<file path="src/rtl/boot_rom_pkg.sv">
// ============================================================================
// Module : boot_rom_pkg
// Brief  : Shared constants and FSM state type for the boot ROM bus slave.
// Rev    : 1.0 - initial release
// ============================================================================
`default_nettype none

package boot_rom_pkg;

   localparam int unsigned ROM_DEPTH     = 800;
   localparam int unsigned ROM_AW        = 10;
   localparam logic [31:0] BOOT_ROM_BASE = 32'h0000_8000;
   localparam logic [31:0] ERR_RDATA     = 32'h0000_0000;

   typedef enum logic [1:0] {
      IDLE = 2'd0,
      RESP = 2'd1,
      ERR  = 2'd2
   } brom_state_e;

endpackage : boot_rom_pkg

`default_nettype wire

</file>
<file path="src/rtl/boot_rom_addr_decode.sv">
// ============================================================================
// Module : boot_rom_addr_decode
// Brief  : Combinational address check and word-index extraction for the ROM.
// Rev    : 1.0 - initial release
// ============================================================================
`default_nettype none

module boot_rom_addr_decode #(
   parameter logic [31:0] BASE_ADDR = boot_rom_pkg::BOOT_ROM_BASE,
   parameter int unsigned ROM_DEPTH = boot_rom_pkg::ROM_DEPTH,
   parameter int unsigned ROM_AW    = boot_rom_pkg::ROM_AW
) (
   input  logic [31:0]       addr_i,
   input  logic              we_i,
   input  logic              locked_i,
   output logic [ROM_AW-1:0] widx_o,
   output logic              ok_o
);

   logic [29:0] w_off_word;
   logic        w_above_base;
   logic        w_in_range;
   logic        w_aligned;

   // The ROM base is word aligned, so the word-granular subtraction equals
   // the byte offset shifted right by two.
   assign w_off_word   = addr_i[31:2] - BASE_ADDR[31:2];
   assign w_above_base = (addr_i >= BASE_ADDR);
   assign w_in_range   = ({2'b00, w_off_word} < ROM_DEPTH);
   assign w_aligned    = (addr_i[1:0] == 2'b00);

   assign widx_o = w_off_word[ROM_AW-1:0];
   assign ok_o   = ~we_i & w_aligned & w_above_base & w_in_range & ~locked_i;

endmodule : boot_rom_addr_decode

`default_nettype wire

</file>
<file path="src/rtl/boot_rom_bus_if.sv">
// ============================================================================
// Module : boot_rom_bus_if
// Brief  : req/gnt/rvalid bus slave driving the boot ROM macro CSN/A inputs.
//          Optional error counter enabled by macro BOOT_ROM_IF_ERR_CNT_EN.
// Rev    : 1.0 - initial release
// ============================================================================
`default_nettype none

module boot_rom_bus_if #(
   parameter logic [31:0] BASE_ADDR = boot_rom_pkg::BOOT_ROM_BASE,
   parameter int unsigned ROM_DEPTH = boot_rom_pkg::ROM_DEPTH,
   parameter int unsigned ROM_AW    = boot_rom_pkg::ROM_AW
) (
   input  logic              CLK,
   input  logic              RST,
   input  logic              req_i,
   output logic              gnt_o,
   input  logic [31:0]       addr_i,
   input  logic              we_i,
   input  logic [3:0]        be_i,
   input  logic [31:0]       wdata_i,
   output logic              rvalid_o,
   output logic [31:0]       rdata_o,
   output logic              err_o,
   input  logic              boot_lock_i,
   output logic              locked_o,
   output logic [15:0]       err_cnt_o,
   output logic              rom_csn_o,
   output logic [ROM_AW-1:0] rom_addr_o,
   input  logic [31:0]       rom_q_i
);

   import boot_rom_pkg::*;

   brom_state_e       r_state;
   brom_state_e       w_state_nxt;
   logic              r_locked;
   logic [ROM_AW-1:0] r_rom_addr;
   logic [ROM_AW-1:0] w_widx;
   logic              w_ok;
   logic              w_grant;
   logic              w_rom_sel;
   logic              w_unused_bus;

   // Read-only slave: byte enables and write data never reach the ROM.
   assign w_unused_bus = ^{be_i, wdata_i};

   boot_rom_addr_decode #(
      .BASE_ADDR (BASE_ADDR),
      .ROM_DEPTH (ROM_DEPTH),
      .ROM_AW    (ROM_AW)
   ) u_addr_decode (
      .addr_i   (addr_i),
      .we_i     (we_i),
      .locked_i (r_locked),
      .widx_o   (w_widx),
      .ok_o     (w_ok)
   );

   assign w_grant   = req_i & ~RST;
   assign gnt_o     = w_grant;
   assign w_rom_sel = w_grant & w_ok;
   assign rom_csn_o = ~w_rom_sel;
   // Address only moves on a real ROM access to avoid needless toggling.
   assign rom_addr_o = w_rom_sel ? w_widx : r_rom_addr;
   assign locked_o   = r_locked;

   always_ff @(posedge CLK) begin
      if (RST) begin
         r_state    <= IDLE;
         r_locked   <= 1'b0;
         r_rom_addr <= '0;
      end else begin
         r_state    <= w_state_nxt;
         r_locked   <= r_locked | boot_lock_i;
         r_rom_addr <= rom_addr_o;
      end
   end

   always_comb begin
      w_state_nxt = IDLE;
      rvalid_o    = 1'b0;
      err_o       = 1'b0;
      rdata_o     = '0;
      if (w_grant) begin
         w_state_nxt = w_ok ? RESP : ERR;
      end
      case (r_state)
         RESP: begin
            rvalid_o = 1'b1;
            rdata_o  = rom_q_i;
         end
         ERR: begin
            rvalid_o = 1'b1;
            err_o    = 1'b1;
            rdata_o  = ERR_RDATA;
         end
         default: begin
         end
      endcase
   end

`ifdef BOOT_ROM_IF_ERR_CNT_EN
   logic [15:0] r_err_cnt;

   always_ff @(posedge CLK) begin
      if (RST) begin
         r_err_cnt <= '0;
      end else if ((r_state == ERR) && (r_err_cnt != 16'hFFFF)) begin
         r_err_cnt <= r_err_cnt + 16'd1;
      end
   end

   assign err_cnt_o = r_err_cnt;
`else
   assign err_cnt_o = 16'h0000;
`endif

endmodule : boot_rom_bus_if

`default_nettype wire

</file>
<file path="config.mk">
export PLATFORM = sky130hd
export DESIGN_NAME = boot_rom_bus_if
export DESIGN_NICKNAME = d
export VERILOG_FILES = /design/src/rtl/boot_rom_pkg.sv /design/src/rtl/boot_rom_addr_decode.sv /design/src/rtl/boot_rom_bus_if.sv
export SDC_FILE = /design/constraint.sdc
export NUM_CORES = 1
export LEC_CHECK = 0
export BUFFER_PORTS_ARGS = -buffer_cell sky130_fd_sc_hd__buf_4
export CAP_MARGIN = 40
export CORE_ASPECT_RATIO = 0.75
export CORE_MARGIN = 10
export CORE_UTILIZATION = 34
export DETAILED_ROUTE_END_ITERATION = 10
export PLACE_DENSITY = 0.93
export SYNTH_ARGS = -nofsm -noshare
export SYNTH_HDL_FRONTEND = slang
export SYNTH_SLANG_ARGS = --single-unit
</file>
<file path="constraint.sdc">
create_clock -name CLK -period 4.7 [get_ports CLK]
set_clock_uncertainty 0.2 [all_clocks]
set_input_delay 0.235 -clock CLK [delete_from_list [all_inputs] [get_ports CLK]]
set_output_delay 0.235 -clock CLK [all_outputs]
set_load 0.1 [all_outputs]
</file>
* Word-level counts from Yosys, hierarchy flattened *
Index checks and enable logic that the tools add are counted.
Widths: inputs -> output; s select.

operators by class
  order comparisons = 2
  reductions and logical operators = 3
  add/sub/neg operators = 1
  eq/ne operators = 2
  muxes and demuxes = 5
  bitwise operators = 12

operators with widths
  operator                count
  $ge 32x16->1 const B    1
  $mux 32                 1
  $lt 30x10->1 const B    1
  $sub 30x14->30 const B  1
  $mux 10                 1
  $and 1x1->1             6
  $not 1->1               5
  $reduce_or 2->1         2
  $eq 2x1->1 const B      1
  $eq 2x2->1 const B      1
  $logic_not 2->1         1
  $mux 1                  2
  $mux 2                  1
  $or 1x1->1              1

word-level totals
  flip-flop bits (word level) = 13
  input port bits = 105
  output and inout port bits = 63
  word-level logic and storage cells = 28

* Depth between registers and ports, before layout *
Gate-level depths: netlist of run 1.

  word-level depth = 7
  mapped depth = 8
  depth with buffers taken out = 7

* Modules after synthesis *
From an unflattened synthesis of run 1, not the netlist that was laid out.

second synthesis, totals
  cells, all modules = 167
  area, all modules = 1410.1 µm²

modules (own cells, without submodules)
  module                area each (µm²)  cells an instance  sequential area each (µm²)  instances
  boot_rom_bus_if       1053.5           122                260.2                       1
  boot_rom_addr_decode  356.6            45                 0.0                         1

* Worst setup path after synthesis of run 1 *
Ideal clock, no wire load.

  path kind = register to output
  start = reg r_locked, in the netlist locked_o
  end = out rom_addr_o[0]
  setup slack = 2023 ps
  required time = 4265 ps
  path buffers = 0
  stages on the path, launching flop included = 6
  data arrival time = 2242 ps
  cell sequence = dfxtp_1 nor4b_1 nand4_1 nor2_1 nand4_4 mux2_2

between the ends
  word-level cells in the longest chain between the ends = 4

RTL lines
  item                    line                        source
  from (decl)             boot_rom_bus_if.sv:37       logic r_locked;
  from (signal assigned)  boot_rom_bus_if.sv:75       r_locked <= r_locked | boot_lock_i;
  $not 1->1               boot_rom_addr_decode.sv:33  assign ok_o = ~we_i & w_aligned & w_above_base & w_in_range & ~locked_i;
  $and 1x1->1             boot_rom_addr_decode.sv:33
  $and 1x1->1             boot_rom_bus_if.sv:62       assign w_rom_sel = w_grant & w_ok;
  $mux 10                 boot_rom_bus_if.sv:65       assign rom_addr_o = w_rom_sel ? w_widx : r_rom_addr;
  to (decl)               boot_rom_bus_if.sv:29       output logic [ROM_AW-1:0] rom_addr_o,

No other way between the ends.

* Worst setup path after layout of run 1 *
  start = in addr_i[15]
  end = out rom_addr_o[8]

between the ends
  word-level cells in the longest chain between the ends = 6
  elaborated cells on any way between the ends = 8
  those cells by class = add/sub (1); order compare (2); mux (1); bitwise (4)

RTL lines
  item                                            line                                                    source
  from (decl)                                     boot_rom_bus_if.sv:18                                   input logic [31:0] addr_i,
  $sub 30x14->30 or $ge 32x16->1 (tied branches)  boot_rom_addr_decode.sv:27, boot_rom_addr_decode.sv:28
  $lt 30x10->1 or $and 1x1->1 (tied branches)     boot_rom_addr_decode.sv:29, boot_rom_addr_decode.sv:33
  $and 1x1->1 (*) (2 in series)                   boot_rom_addr_decode.sv:33
  $and 1x1->1 (*)                                 boot_rom_bus_if.sv:62
  $mux 10 (*)                                     boot_rom_bus_if.sv:65

Mark *: on every way between the ends. The rest lies on a longest branch, timed or not.

==> flow_metrics.env, run 1 <==
export IMPL_status="complete, no violations"
export IMPL_avgSynthCellArea_um2=8.41
export IMPL_cpMostUsedCell="buf_4"
export IMPL_finalPower_w=0.000350
export IMPL_ys_ff_latch=13
export IMPL_rsz0062_at_grt="no"
export IMPL_totalWireLength_mm=4.57
export IMPL_die_area_um2=6540
export IMPL_antennaDiodeCount=0
export IMPL_start_kind="primary input"
export IMPL_period_share=0.587
export IMPL_cpPeakStageDelay_ns=0.47
export IMPL_start_util=0.347
export IMPL_grt_max_degree=33
export IMPL_synth_compound_area_share=0.0399
export IMPL_dp_cells=309
export IMPL_antenna_found_initial=0
export IMPL_synth_adder_area_share=0.0299
export IMPL_tightest_slew_ns=0.692
export IMPL_synthSimpleGateAreaFrac=0.400
export IMPL_cts_root_buf="clkbuf_8"
export IMPL_first_iter_violations=12
export IMPL_place_congestion=0.779
export IMPL_slowest_stage="a2111oi_4"
export IMPL_numPortBuffers=115
export IMPL_clk_pin_slew_ns=0.06
export IMPL_worst_ir_drop_vdd_uv=107
export IMPL_finalMaxSlewViolations=0
export IMPL_rows=19
export IMPL_synth_edf_count=0
export IMPL_fmax_mhz=362
export IMPL_synth_flop_cell="dfxtp_1"
export IMPL_viasPerCell=4.37
export IMPL_pin_count=168
export IMPL_synth_xor_area_frac=0.0140
export IMPL_htree_levels=1
export IMPL_synth_mux_area_frac=0.170
export IMPL_fin_cells=314
export IMPL_pre_cts_slack_ns=1.94
export IMPL_ff2ff_path_depth=5
export IMPL_fin_crit_ns=2.76
export IMPL_power_density_nw_per_um2=163
export IMPL_layout_common_cells="115 x buf_4, 32 x and2_1, 20 x nand2b_1, 16 x conb_1, 13 x dfxtp_1"
export IMPL_regArea_um2=260
export IMPL_worstPathArrival_ns=2.33
export IMPL_drc=0
export IMPL_die_x_um=90.1
export IMPL_syn2layout_area_growth_pct=71.5
export IMPL_crit_path_cell_trace="buf_4, inv_1, ha_1, nor3b_1, nor3_1, a2111oi_4, nand4_4, mux2_2, buf_4"
export IMPL_drive_gt1_frac=0.511
export IMPL_cp_max_fo=10
export IMPL_path_depth=9
export IMPL_cpLargestDelayFamily="simple AND/OR/NAND/NOR gates"
export IMPL_cts_resized=0
export IMPL_core_um2=3610
export IMPL_synth_top_family_by_area="simple AND/OR/NAND/NOR gates"
export IMPL_cts_buffers=3
export IMPL_ys_seq_area_frac=0.208
export IMPL_cts_tree="done"
export IMPL_cp_end_kind="primary output"
export IMPL_hold_path_depth=3
export IMPL_hold_viol_final=0
export IMPL_async_flop_share=0
export IMPL_wl_per_cell_um=14.6
export IMPL_setup_tns_ns=0
export IMPL_holdWs_ns=0.0731
export IMPL_finalSetupViolations=0
export IMPL_synth_area_um2=1250
export IMPL_nets=371
export IMPL_grt_usage=0.130
export IMPL_synth_cells=149
export IMPL_drtPass1Iterations=4
export IMPL_worst_ep_required_time_ns=4.26
export IMPL_multi_input_area_um2=880
export IMPL_path_class="in2out"
export IMPL_clock_sinks=13
export IMPL_clk_path_buf_depth=2
export IMPL_yosys_warnings=0
export IMPL_insertion_delay_ns=0.24
export IMPL_grt_pass1_wl_mm=7.08
export IMPL_final_antenna_net_count=0
export IMPL_path_buf_inv=3
export IMPL_dp_hpwl_mm=4.07
export IMPL_dr_total_vias=1371
export IMPL_dieHeight_um=72.6
export IMPL_final_common_cell="buf_4"
export IMPL_hold_class="in2reg"
export IMPL_leakage_nw=1.16
export IMPL_final_setup_worst_slack_ns=1.94
export IMPL_synth_distinct_cells=30
export IMPL_relSlewSlack=0.537
export IMPL_grt_overflow=0
export IMPL_cap_violations=0
export IMPL_grt_pass1_vias=1352
export IMPL_fill_cells=352
## synth_stat cells (all sizes together) (2+ instances only)
master / n / share of area
and2: 32 / 0.16
nand2b: 20 / 0.10
buf: 17 / 0.10
dfxtp: 13 / 0.21
mux2: 10 / 0.090
mux2i: 10 / 0.080
inv: 7 / 0.021
nor2: 7 / 0.021
clkbuf: 5 / 0.015
nor4: 4 / 0.032
ha: 3 / 0.030
nand4: 3 / 0.027
nand3: 2 / 0.0080
nor3: 2 / 0.0080
nor4b: 2 / 0.014
## final timing paths
path,start,to,slack (ns)
setup / recovery,addr_i[15],rom_addr_o[8],1.94
hold / removal,addr_i[11],r_rom_addr[9],0.07
setup reg to reg,locked_o,r_rom_addr[4],2.39
hold reg to reg,r_rom_addr[2],r_rom_addr[2],0.27
## power by group
part | switching, W | leakage (nW) | total [W] | internal [W]
logic | 0.0000926 | 1.04 | 0.000141 | 0.0000480
clock network | 0.0000373 | 0.0228 | 0.0000970 | 0.0000597
registers | 0.000000749 | 0.105 | 0.000112 | 0.000111
total | 0.000131 | 1.16 | 0.000350 | 0.000219
## final cells by class
type / instances / area share
multi-input cells: 122 / 0.409
inverters: 7 / 0.0122
clock buffers: 4 / 0.0210
well taps: 52 / 0.0303
repair buffers: 116 / 0.406
flip-flops and latches: 13 / 0.121
## logic make-up (layout without fill, tap and decap cells)
group,Yosys count,count (layout)
fa+ha+maj,3,3
buf+inv,29,127
xor+xnor,2,2
compound gates,4,4
flops,13,13
mux,20,20
simple gates,77,77
other cells,1,16
## state kept, by name, indices dropped and copies added, names as in the netlist
name,cells
locked_o,1
r_rom_addr,10
r_state,2
## per-stage QoR
stage	util	area, µm²
floorplan	-	1310
global placement	0.580	2090
detailed placement	0.580	2090
CTS	0.595	2150
global route	0.595	2150
finish	0.595	2150
## metal layers
| layer | global-route usage | part of all wire | up-vias |
|---|---|---|---|
| li1 | - | - | 689 |
| met1 | 0.136 | 0.39 | 606 |
| met2 | 0.245 | 0.51 | 74 |
| met3 | 0.0524 | 0.096 | 2 |
| met4 | 0.0246 | 0.0074 | 0 |
| met5 | 0 | 0 | - |
## worst min-delay path, stage by stage
cell and delay, ns:
buf_4 0.12, nand2b_1 0.06, mux2i_1 0.05
## repair_timing
| action | in CTS | in global routing |
|---|---|---|
| buffers inserted | 0 | 0 |
| hold endpoints to repair | 1 | 0 |
| hold buffers | 1 | 0 |
Note: power is estimated with default switching activity, not from simulation.
==> inputs of run 2 (changes only) <==
Settings changed: CORE_UTILIZATION 34 to 28, PLACE_DENSITY 0.93 to 0.82.
Clock period 4.7 ns to 2.3 ns, I/O delays scaled along.
==> flow_metrics.env, run 2 (synthesized netlist as in run 1, its figures left out) <==
export IMPL_status="complete, no violations"
export IMPL_rows=20
export IMPL_numPortBuffers=115
export IMPL_regArea_um2=262
export IMPL_start_kind="register"
export IMPL_wl_per_cell_um=15.0
export IMPL_place_congestion=0.777
export IMPL_nets=391
export IMPL_syn2layout_area_growth_pct=101
export IMPL_die_x_um=97.3
export IMPL_leakage_nw=1.33
export IMPL_finalMaxSlewViolations=0
export IMPL_hold_viol_final=0
export IMPL_cp_end_kind="primary output"
export IMPL_cp_max_fo=10
export IMPL_worst_ep_required_time_ns=1.99
export IMPL_multi_input_area_um2=935
export IMPL_grt_pass1_wl_mm=7.53
export IMPL_antennaDiodeCount=0
export IMPL_dr_total_vias=1447
export IMPL_grt_max_degree=33
export IMPL_drc=0
export IMPL_path_class="reg2out"
export IMPL_hold_class="in2reg"
export IMPL_worstPathArrival_ns=1.92
export IMPL_final_common_cell="buf_4"
export IMPL_grt_overflow=0
export IMPL_reg2reg_slack_ns=0.44
export IMPL_cts_buffers=3
export IMPL_path_buf_inv=2
export IMPL_final_setup_worst_slack_ns=0.0636
export IMPL_fin_crit_ns=2.24
export IMPL_clk_path_buf_depth=2
export IMPL_drtPass1Iterations=4
export IMPL_fmax_mhz=447
export IMPL_power_density_nw_per_um2=294
export IMPL_grt_pass1_vias=1480
export IMPL_worst_ir_drop_vdd_uv=219
export IMPL_cap_violations=0
export IMPL_totalWireLength_mm=5.04
export IMPL_dp_hpwl_mm=4.17
export IMPL_first_iter_violations=24
export IMPL_pre_cts_slack_ns=-0.0630
export IMPL_period_share=0.972
export IMPL_placed_cell_area_um2=2210
export IMPL_antenna_found_initial=0
export IMPL_cpMostUsedCell="buf_12"
export IMPL_largest_reg_flops=10
export IMPL_cts_root_buf="clkbuf_8"
export IMPL_drive_gt1_frac=0.518
export IMPL_final_antenna_net_count=0
export IMPL_cpLargestDelayFamily="simple AND/OR/NAND/NOR gates"
export IMPL_slowest_stage="dfxtp_2"
export IMPL_finalSetupViolations=0
export IMPL_rsz0062_at_grt="yes"
export IMPL_cpPeakStageDelay_ns=0.34
export IMPL_core_um2=4180
export IMPL_fill_cells=374
export IMPL_grt_usage=0.116
export IMPL_crit_path_cell_trace="nor4b_4, nand4_1, nor2_2, nand4_4, buf_12, mux2_4, buf_12"
export IMPL_die_area_um2=7580
export IMPL_clk_pin_slew_ns=0.06
export IMPL_top_register="r_rom_addr"
export IMPL_htree_levels=1
export IMPL_dieHeight_um=78.0
export IMPL_final_cell_area_um2=2520
export IMPL_cts_tree="done"
export IMPL_layout_common_cells="113 x buf_4, 32 x and2_1, 20 x nand2b_1, 16 x conb_1"
export IMPL_insertion_delay_ns=0.24
export IMPL_clock_sinks=13
export IMPL_viasPerCell=4.29
export IMPL_pin_count=168
export IMPL_start_util=0.300
run 2: what timing repair did:
item,in CTS,in global routing
setup endpoints to repair,10,11
resized for setup,2,31
hold buffers,12,0
endpoints found under the hold margin,11,0
pin swaps,2,2
setup buffers,1,0
run 2: metal layers:
metal	global-route usage	wire, µm	vias to the layer above
met5	0	0	-
met4	0	0	0
met3	0.0478	519	0
met2	0.216	2470	80
met1	0.130	2050	641
li1	-	-	726
run 2: where the power goes:
| group | total (W) | internal, W | switching, W | leakage, nW |
|---|---|---|---|---|
| Clock | 0.000200 | 0.000122 | 0.0000784 | 0.0228 |
| Combinational | 0.000312 | 0.000116 | 0.000196 | 1.20 |
| Sequential | 0.000230 | 0.000228 | 0.00000218 | 0.105 |
run 2: worst min-delay path, stage by stage:
cell and delay (ns):
buf_4 0.19, nand2b_1 0.12, mux2i_1 0.06
run 2: layout make-up:
cell class / instances / share of cell area
multi-input combinational: 122 / 0.370
timing repair buffer: 136 / 0.471
tap: 55 / 0.0273
inverter: 7 / 0.0104
clock buffer: 4 / 0.0178
sequential: 13 / 0.104
run 2: through the flow:
step / utilization / hold WS [ns] / total power [W] / TNS, ns / instances
after global routing: 0.604 / 0.130 / 0.000776 / -0.574 / 337
after floorplan: - / 0.0307 / 0.000434 / 0 / 164
after global placement: 0.529 / 0.116 / 0.000522 / -0.122 / 320
after CTS: 0.572 / 0.0832 / 0.000746 / 0 / 337
after detailed placement: 0.529 / 0.124 / 0.000524 / -0.525 / 320
final: 0.604 / 0.102 / 0.000742 / 0 / 337
run 2: worst paths after layout:
| kind | start | end | cells past startpoint |
|---|---|---|---|
| worst min-delay path | RST | r_rom_addr[3] | 3 |
| worst max register to register | locked_o | r_rom_addr[0] | 8 |
| worst max-delay path | locked_o | rom_addr_o[1] | 7 |
| worst min register to register | r_rom_addr[3] | r_rom_addr[3] | 2 |
